### config.mk
export PLATFORM = sky130hd
export DESIGN_NAME = magnitude_arbiter_flat
export DESIGN_NICKNAME = d
export VERILOG_FILES = /design/src/rtl/magnitude_arbiter_if.sv /design/src/rtl/magnitude_arbiter.sv /design/src/flat_wrapper.sv
export SDC_FILE = /design/constraint.sdc
export NUM_CORES = 1
export LEC_CHECK = 0
export CAP_MARGIN = 20
export CORE_UTILIZATION = 35
export CTS_CLUSTER_SIZE = 24
export DETAILED_ROUTE_END_ITERATION = 8
export GPL_ROUTABILITY_DRIVEN = 0
export PLACE_DENSITY = 0.74
export SYNTH_ARGS = -nofsm -noshare
export SYNTH_HDL_FRONTEND = slang
export SYNTH_SLANG_ARGS = --single-unit
### constraint.sdc
create_clock -name clk -period 4.8 [get_ports clk]
set_clock_uncertainty 0.05 [all_clocks]
set_input_delay 1.2 -clock clk [delete_from_list [all_inputs] [get_ports clk]]
set_output_delay 1.2 -clock clk [all_outputs]
set_load 0.005 [all_outputs]
### src/rtl/magnitude_arbiter_if.sv
// Bus between the magnitude arbiter, its requesters and the shared magnitude engine.
//   req/req_x/req_y : requester levels and 8-bit operands (slice i = requester i)
//   gnt             : one-hot grant pulse back to the requesters
//   eng_*           : start/operands out to the engine, done/result back
//   rsp_*           : tagged response pulse to the requesters
// slave  = arbiter side, master = environment (requesters plus engine).
interface magnitude_arbiter_if #(
  parameter int unsigned NREQ = 4
);
  localparam int unsigned ID_W = $clog2(NREQ);

  logic [NREQ-1:0]   req;
  logic [8*NREQ-1:0] req_x;
  logic [8*NREQ-1:0] req_y;
  logic [NREQ-1:0]   gnt;
  logic              eng_start;
  logic [7:0]        eng_x;
  logic [7:0]        eng_y;
  logic              eng_done;
  logic [7:0]        eng_result;
  logic              rsp_valid;
  logic [ID_W-1:0]   rsp_id;
  logic [7:0]        rsp_data;
  logic              rsp_err;

  modport slave (
    input  req, req_x, req_y, eng_done, eng_result,
    output gnt, eng_start, eng_x, eng_y, rsp_valid, rsp_id, rsp_data, rsp_err
  );

  modport master (
    output req, req_x, req_y, eng_done, eng_result,
    input  gnt, eng_start, eng_x, eng_y, rsp_valid, rsp_id, rsp_data, rsp_err
  );
endinterface

### src/rtl/magnitude_arbiter.sv
// Round-robin arbiter/sequencer sharing one iterative magnitude engine among NREQ requesters.
// Ports:
//   clk, rst_n : clock, asynchronous active-low reset
//   ena        : enable, gates new grants only (running operations complete)
//   bus        : requester/engine/response bus (magnitude_arbiter_if.slave)
//   busy       : high whenever the sequencer is not idle
// Sequence: IDLE -(grant)-> ISSUE -> WAIT (until done or watchdog) -> RESPOND -> IDLE.
module magnitude_arbiter #(
  parameter int unsigned NREQ    = 4,
  parameter int unsigned TIMEOUT = 32
) (
  input  logic                  clk,
  input  logic                  rst_n,
  input  logic                  ena,
  magnitude_arbiter_if.slave    bus,
  output logic                  busy
);

  localparam int unsigned DW    = 8;
  localparam int unsigned ID_W  = $clog2(NREQ);
  localparam int unsigned CNT_W = $clog2(TIMEOUT);

  typedef enum logic [1:0] {
    ST_IDLE,
    ST_ISSUE,
    ST_WAIT,
    ST_RESPOND
  } state_e;

  state_e           state_q, state_d;
  logic [ID_W-1:0]  ptr_q, ptr_d;
  logic [ID_W-1:0]  id_q, id_d;
  logic [CNT_W-1:0] wait_cnt_q, wait_cnt_d;
  logic [NREQ-1:0]  gnt_q, gnt_d;
  logic             eng_start_q, eng_start_d;
  logic [DW-1:0]    eng_x_q, eng_x_d;
  logic [DW-1:0]    eng_y_q, eng_y_d;
  logic             rsp_valid_q, rsp_valid_d;
  logic [ID_W-1:0]  rsp_id_q, rsp_id_d;
  logic [DW-1:0]    rsp_data_q, rsp_data_d;
  logic             rsp_err_q, rsp_err_d;
  logic             busy_q, busy_d;

  logic [DW-1:0]    opx [NREQ];
  logic [DW-1:0]    opy [NREQ];
  logic             sel_found;
  logic [ID_W-1:0]  sel_k;
  logic [ID_W:0]    sel_sum;
  logic [ID_W-1:0]  sel_idx;

  // Unpack per-requester operand slices.
  for (genvar g = 0; g < NREQ; g++) begin : g_slice
    assign opx[g] = bus.req_x[g*DW +: DW];
    assign opy[g] = bus.req_y[g*DW +: DW];
  end

  // Round-robin pick: first set req bit from ptr upward, wrapping.
  always_comb begin
    sel_found = 1'b0;
    sel_k     = '0;
    sel_sum   = '0;
    sel_idx   = '0;
    for (int unsigned i = 0; i < NREQ; i++) begin
      // ptr < NREQ and i < NREQ, so one conditional subtract gives the modulo.
      sel_sum = {1'b0, ptr_q} + (ID_W+1)'(i);
      if (sel_sum >= (ID_W+1)'(NREQ)) begin
        sel_sum = sel_sum - (ID_W+1)'(NREQ);
      end
      sel_idx = sel_sum[ID_W-1:0];
      if (!sel_found && bus.req[sel_idx]) begin
        sel_found = 1'b1;
        sel_k     = sel_idx;
      end
    end
  end

  // Next-state and registered-output logic.
  always_comb begin
    state_d     = state_q;
    ptr_d       = ptr_q;
    id_d        = id_q;
    wait_cnt_d  = wait_cnt_q;
    gnt_d       = '0;
    eng_start_d = 1'b0;
    eng_x_d     = eng_x_q;
    eng_y_d     = eng_y_q;
    rsp_valid_d = 1'b0;
    rsp_id_d    = rsp_id_q;
    rsp_data_d  = rsp_data_q;
    rsp_err_d   = rsp_err_q;

    unique case (state_q)
      ST_IDLE: begin
        if (ena && sel_found) begin
          state_d     = ST_ISSUE;
          gnt_d       = NREQ'(1) << sel_k;
          eng_start_d = 1'b1;
          eng_x_d     = opx[sel_k];
          eng_y_d     = opy[sel_k];
          id_d        = sel_k;
          ptr_d       = (sel_k == ID_W'(NREQ - 1)) ? '0 : sel_k + ID_W'(1);
        end
      end
      ST_ISSUE: begin
        wait_cnt_d = '0;
        state_d    = ST_WAIT;
      end
      ST_WAIT: begin
        // Done is checked first so it wins a same-cycle collision with the watchdog.
        if (bus.eng_done) begin
          rsp_data_d  = bus.eng_result;
          rsp_err_d   = 1'b0;
          rsp_valid_d = 1'b1;
          rsp_id_d    = id_q;
          state_d     = ST_RESPOND;
        end else if (wait_cnt_q == CNT_W'(TIMEOUT - 1)) begin
          rsp_data_d  = '0;
          rsp_err_d   = 1'b1;
          rsp_valid_d = 1'b1;
          rsp_id_d    = id_q;
          state_d     = ST_RESPOND;
        end else begin
          wait_cnt_d = wait_cnt_q + CNT_W'(1);
        end
      end
      ST_RESPOND: begin
        state_d = ST_IDLE;
      end
      default: begin
        state_d = ST_IDLE;
      end
    endcase

    busy_d = (state_d != ST_IDLE);
  end

  // State and output registers.
  always_ff @(posedge clk or negedge rst_n) begin
    if (!rst_n) begin
      state_q     <= ST_IDLE;
      ptr_q       <= '0;
      id_q        <= '0;
      wait_cnt_q  <= '0;
      gnt_q       <= '0;
      eng_start_q <= 1'b0;
      eng_x_q     <= '0;
      eng_y_q     <= '0;
      rsp_valid_q <= 1'b0;
      rsp_id_q    <= '0;
      rsp_data_q  <= '0;
      rsp_err_q   <= 1'b0;
      busy_q      <= 1'b0;
    end else begin
      state_q     <= state_d;
      ptr_q       <= ptr_d;
      id_q        <= id_d;
      wait_cnt_q  <= wait_cnt_d;
      gnt_q       <= gnt_d;
      eng_start_q <= eng_start_d;
      eng_x_q     <= eng_x_d;
      eng_y_q     <= eng_y_d;
      rsp_valid_q <= rsp_valid_d;
      rsp_id_q    <= rsp_id_d;
      rsp_data_q  <= rsp_data_d;
      rsp_err_q   <= rsp_err_d;
      busy_q      <= busy_d;
    end
  end

  assign bus.gnt       = gnt_q;
  assign bus.eng_start = eng_start_q;
  assign bus.eng_x     = eng_x_q;
  assign bus.eng_y     = eng_y_q;
  assign bus.rsp_valid = rsp_valid_q;
  assign bus.rsp_id    = rsp_id_q;
  assign bus.rsp_data  = rsp_data_q;
  assign bus.rsp_err   = rsp_err_q;
  assign busy          = busy_q;

endmodule

### src/flat_wrapper.sv
// flat-port wrapper written by rule: the top's interface ports become plain ports
module magnitude_arbiter_flat 
#(
  parameter int unsigned NREQ    = 4,
  parameter int unsigned TIMEOUT = 32
)
  (clk, rst_n, ena, busy, bus_req, bus_req_x, bus_req_y, bus_eng_done, bus_eng_result, bus_gnt, bus_eng_start, bus_eng_x, bus_eng_y, bus_rsp_valid, bus_rsp_id, bus_rsp_data, bus_rsp_err);
  magnitude_arbiter_if #(.NREQ(NREQ)) bus_i ();
  input  logic clk;
  input  logic rst_n;
  input  logic ena;
  output logic busy;
  input wire logic [$bits(bus_i.req)-1:0] bus_req;
  input wire logic [$bits(bus_i.req_x)-1:0] bus_req_x;
  input wire logic [$bits(bus_i.req_y)-1:0] bus_req_y;
  input wire logic [$bits(bus_i.eng_done)-1:0] bus_eng_done;
  input wire logic [$bits(bus_i.eng_result)-1:0] bus_eng_result;
  output wire logic [$bits(bus_i.gnt)-1:0] bus_gnt;
  output wire logic [$bits(bus_i.eng_start)-1:0] bus_eng_start;
  output wire logic [$bits(bus_i.eng_x)-1:0] bus_eng_x;
  output wire logic [$bits(bus_i.eng_y)-1:0] bus_eng_y;
  output wire logic [$bits(bus_i.rsp_valid)-1:0] bus_rsp_valid;
  output wire logic [$bits(bus_i.rsp_id)-1:0] bus_rsp_id;
  output wire logic [$bits(bus_i.rsp_data)-1:0] bus_rsp_data;
  output wire logic [$bits(bus_i.rsp_err)-1:0] bus_rsp_err;
  assign bus_i.req = bus_req;
  assign bus_i.req_x = bus_req_x;
  assign bus_i.req_y = bus_req_y;
  assign bus_i.eng_done = bus_eng_done;
  assign bus_i.eng_result = bus_eng_result;
  assign bus_gnt = bus_i.gnt;
  assign bus_eng_start = bus_i.eng_start;
  assign bus_eng_x = bus_i.eng_x;
  assign bus_eng_y = bus_i.eng_y;
  assign bus_rsp_valid = bus_i.rsp_valid;
  assign bus_rsp_id = bus_i.rsp_id;
  assign bus_rsp_data = bus_i.rsp_data;
  assign bus_rsp_err = bus_i.rsp_err;
  magnitude_arbiter #(.NREQ(NREQ), .TIMEOUT(TIMEOUT)) u_core (.clk(clk), .rst_n(rst_n), .ena(ena), .bus(bus_i), .busy(busy));
endmodule
==> impl_metrics.ini <==
[finish]
drive_gt1_share_pct = 9.42
n_antenna_cell = 0
final_cell_mix = 112 x clkdlybuf4s50_1, 45 x dfrtp_1, 32 x mux2i_1, 24 x nand2_1, 11 x a22o_1
final_cells = 385
final_nets = 392
fin_util_pct = 56.5
final_common_cell = clkdlybuf4s50_1
area_growth_pct = 55.6

[sta]
min_period_ps = 3220
max_freq_mhz = 310
post-route-period-util_pct = 67.1
hold_ws_ps = 438
hold_viol = 0
finalSetupTns_ps = 0
finalSetupViolations = 0
slew_viol_final = 0
rsz0062_at_grt = false
max_slew_margin_pct = 37.7
worstMarginPinSlew_ps = 935

[setup_path]
start_kind = input port
crit_required_ps = 4880
cp_max_fo = 21
worstSetupStartpoint = bus_req[1]
crit_type = input port to flip-flop
regToRegStartpoint = u_core.state_q[0]
reg2reg_slack_ps = 2400
critical_path_arrival_ps = 3300
cp-end-kind = flip-flop

[clocking]
cts.repair.resized = 0
cts_root_buf = clkbuf_8
clk_path_buf_depth = 2
cts_setup_buffers = 0
clk_pin_slew_ps = 80
h-tree-depth = 2
cts_tree = built
cts_buffers = 5
holdBufCountCts = 0
clk_latency_ps = 290
clock-sinks = 45

[global_routing]
antenna_found_initial = 0
grt_overflow = 0
grt_use_total_pct = 16.4
grt_pass1_wl_mm = 9.12
first_global_vias = 2011
grt_max_degree = 46

[synth]
synth_top_family_by_area = compound AO/OA/AOI/OAI gates
syn_nets = 281
synth.ff_latch_count = 45
syn_inst = 196
synth_cell_type_count = 34
yosys.area_share.simple_pct = 8.47
synth_compound_area_share_pct = 18.4
netlist_area_mm2 = 0.00230
synth_seq_area_share_pct = 48.9
synthAdderAreaFrac_pct = 2.71
synthXorXnorAreaFrac_pct = 0.380
yosys_warnings = 0
synth.avg_cell_area_um2 = 11.8
synth_enable_flop_cells = 0
yosys-mux-area-fraction_pct = 15.9
synth_ff_type = dfrtp_1
async_flop_share_pct = 100

[die]
die_h_um = 83.1
rows = 29
core_area_mm2 = 0.00635
start_util_pct = 36.3
dieArea_mm2 = 0.00691
die_w_um = 83.1
num_io_pins = 114

[route]
vias = 1944
wl_per_cell_um = 14.1
via_per_inst = 5.05
dr.pass1.iters = 4
drc = 0
totalWireLength_mm = 5.42
final_antenna_net_count = 0
drt-initial-drc-count = 88

[placement]
placed_cells = 376
hpwlAfterDp_mm = 3.92
portBuffers = 113

[power_and_ir_drop]
ir_drop_v = 0.000276
cellPowerDensity_mw_per_mm2 = 484
p_leak_nw = 1.62
fin_total_pwr_mw = 1.74

[min_path]
worstHoldPathType = flip-flop to flip-flop
hp-start = u_core.bus.eng_x[5]

[job]
cap_viol_max_count = 0

[outcome]
outcome = finished, final reports clean
-- cell usage after synthesis (all sizes together), types with 2 or more instances --
cell type  instances  area [µm²]
o21ai              5        25.0
nand2b             3        18.8
nor2               7        26.3
a21oi              4        20.0
ha                 5        62.6
or2                2        12.5
a21o               2        15.0
mux2i             32         320
a22o              11        96.3
nor2b              2        12.5
clkbuf             6        22.5
inv                6        22.5
o221ai            17         211
dfrtp             45        1130
mux2               4        45.0
a211o              2        17.5
nand2             24        90.1
buf                7        77.6
and3               2        12.5
-- logic make-up (layout without fill, tap and decap cells) --
logic type	Yosys count	count (layout)
AOI/OAI and AO/OA	46	46
muxes	36	36
DFF	45	45
buffers and inverters	19	131
and+or+nand+nor	44	44
adders and majority gates	5	5
xor gates and xnor gates	1	1
-- worst max-delay path: stages --
cell and delay [ps]:
clkdlybuf4s50_1 440, nor2_1 190, a21o_1 140, buf_4 260
inv_1 150, nand2b_1 680, o221ai_1 220
-- flip-flops by register name, summed over array words and instances (netlist names) --
name	flops
u_core.bus.eng_start	1
u_core.bus.eng_x	8
u_core.bus.eng_y	8
u_core.bus.gnt	4
u_core.bus.rsp_data	8
u_core.bus.rsp_err	1
u_core.bus.rsp_id	2
u_core.bus.rsp_valid	1
u_core.busy	1
u_core.id_q	2
u_core.ptr_q	2
u_core.state_q	2
u_core.wait_cnt_q	5
-- power breakdown --
part / total (mW) / internal [mW] / switching (mW)
Sequential: 0.616 / 0.528 / 0.0878
Combinational: 0.832 / 0.485 / 0.347
Clock: 0.287 / 0.156 / 0.131
-- metal layers --
metal	global-route usage, %	vias to the layer above	part of all wire [%]
met2	27.2	86	47
met4	3.29	0	0.44
met5	0	-	0
li1	-	940	-
met1	20.5	916	44
met3	5.96	2	8.8
-- worst paths after layout --
path	to	cells after the start
setup / recovery	u_core.bus.eng_y[7]	7
hold / removal	u_core.bus.eng_x[5]	2
setup reg to reg	u_core.bus.eng_y[7]	8
hold reg to reg	u_core.bus.eng_x[5]	2
max in group asynchronous	u_core.bus.eng_x[6]	2
min in group asynchronous	u_core.bus.gnt[1]	1
-- layout make-up --
cell class	count	area, µm²
sequential	45	1130
multi-input combinational	132	1060
timing repair buffer	117	1170
clock buffer	5	68.8
fill	580	2760
clock inverter	3	46.3
tap	77	96.3
inverter	6	22.5
-- through the flow --
| stage | worst slack (ps) | cell area, µm² |
|---|---|---|
| after detailed placement | 1240 | 3450 |
| after global routing | 1410 | 3590 |
| after global placement | 1370 | 3450 |
| after CTS | 1570 | 3570 |
| final | 1580 | 3590 |
| after floorplan | 2310 | 2300 |
Power figures use the tool's default switching activity.
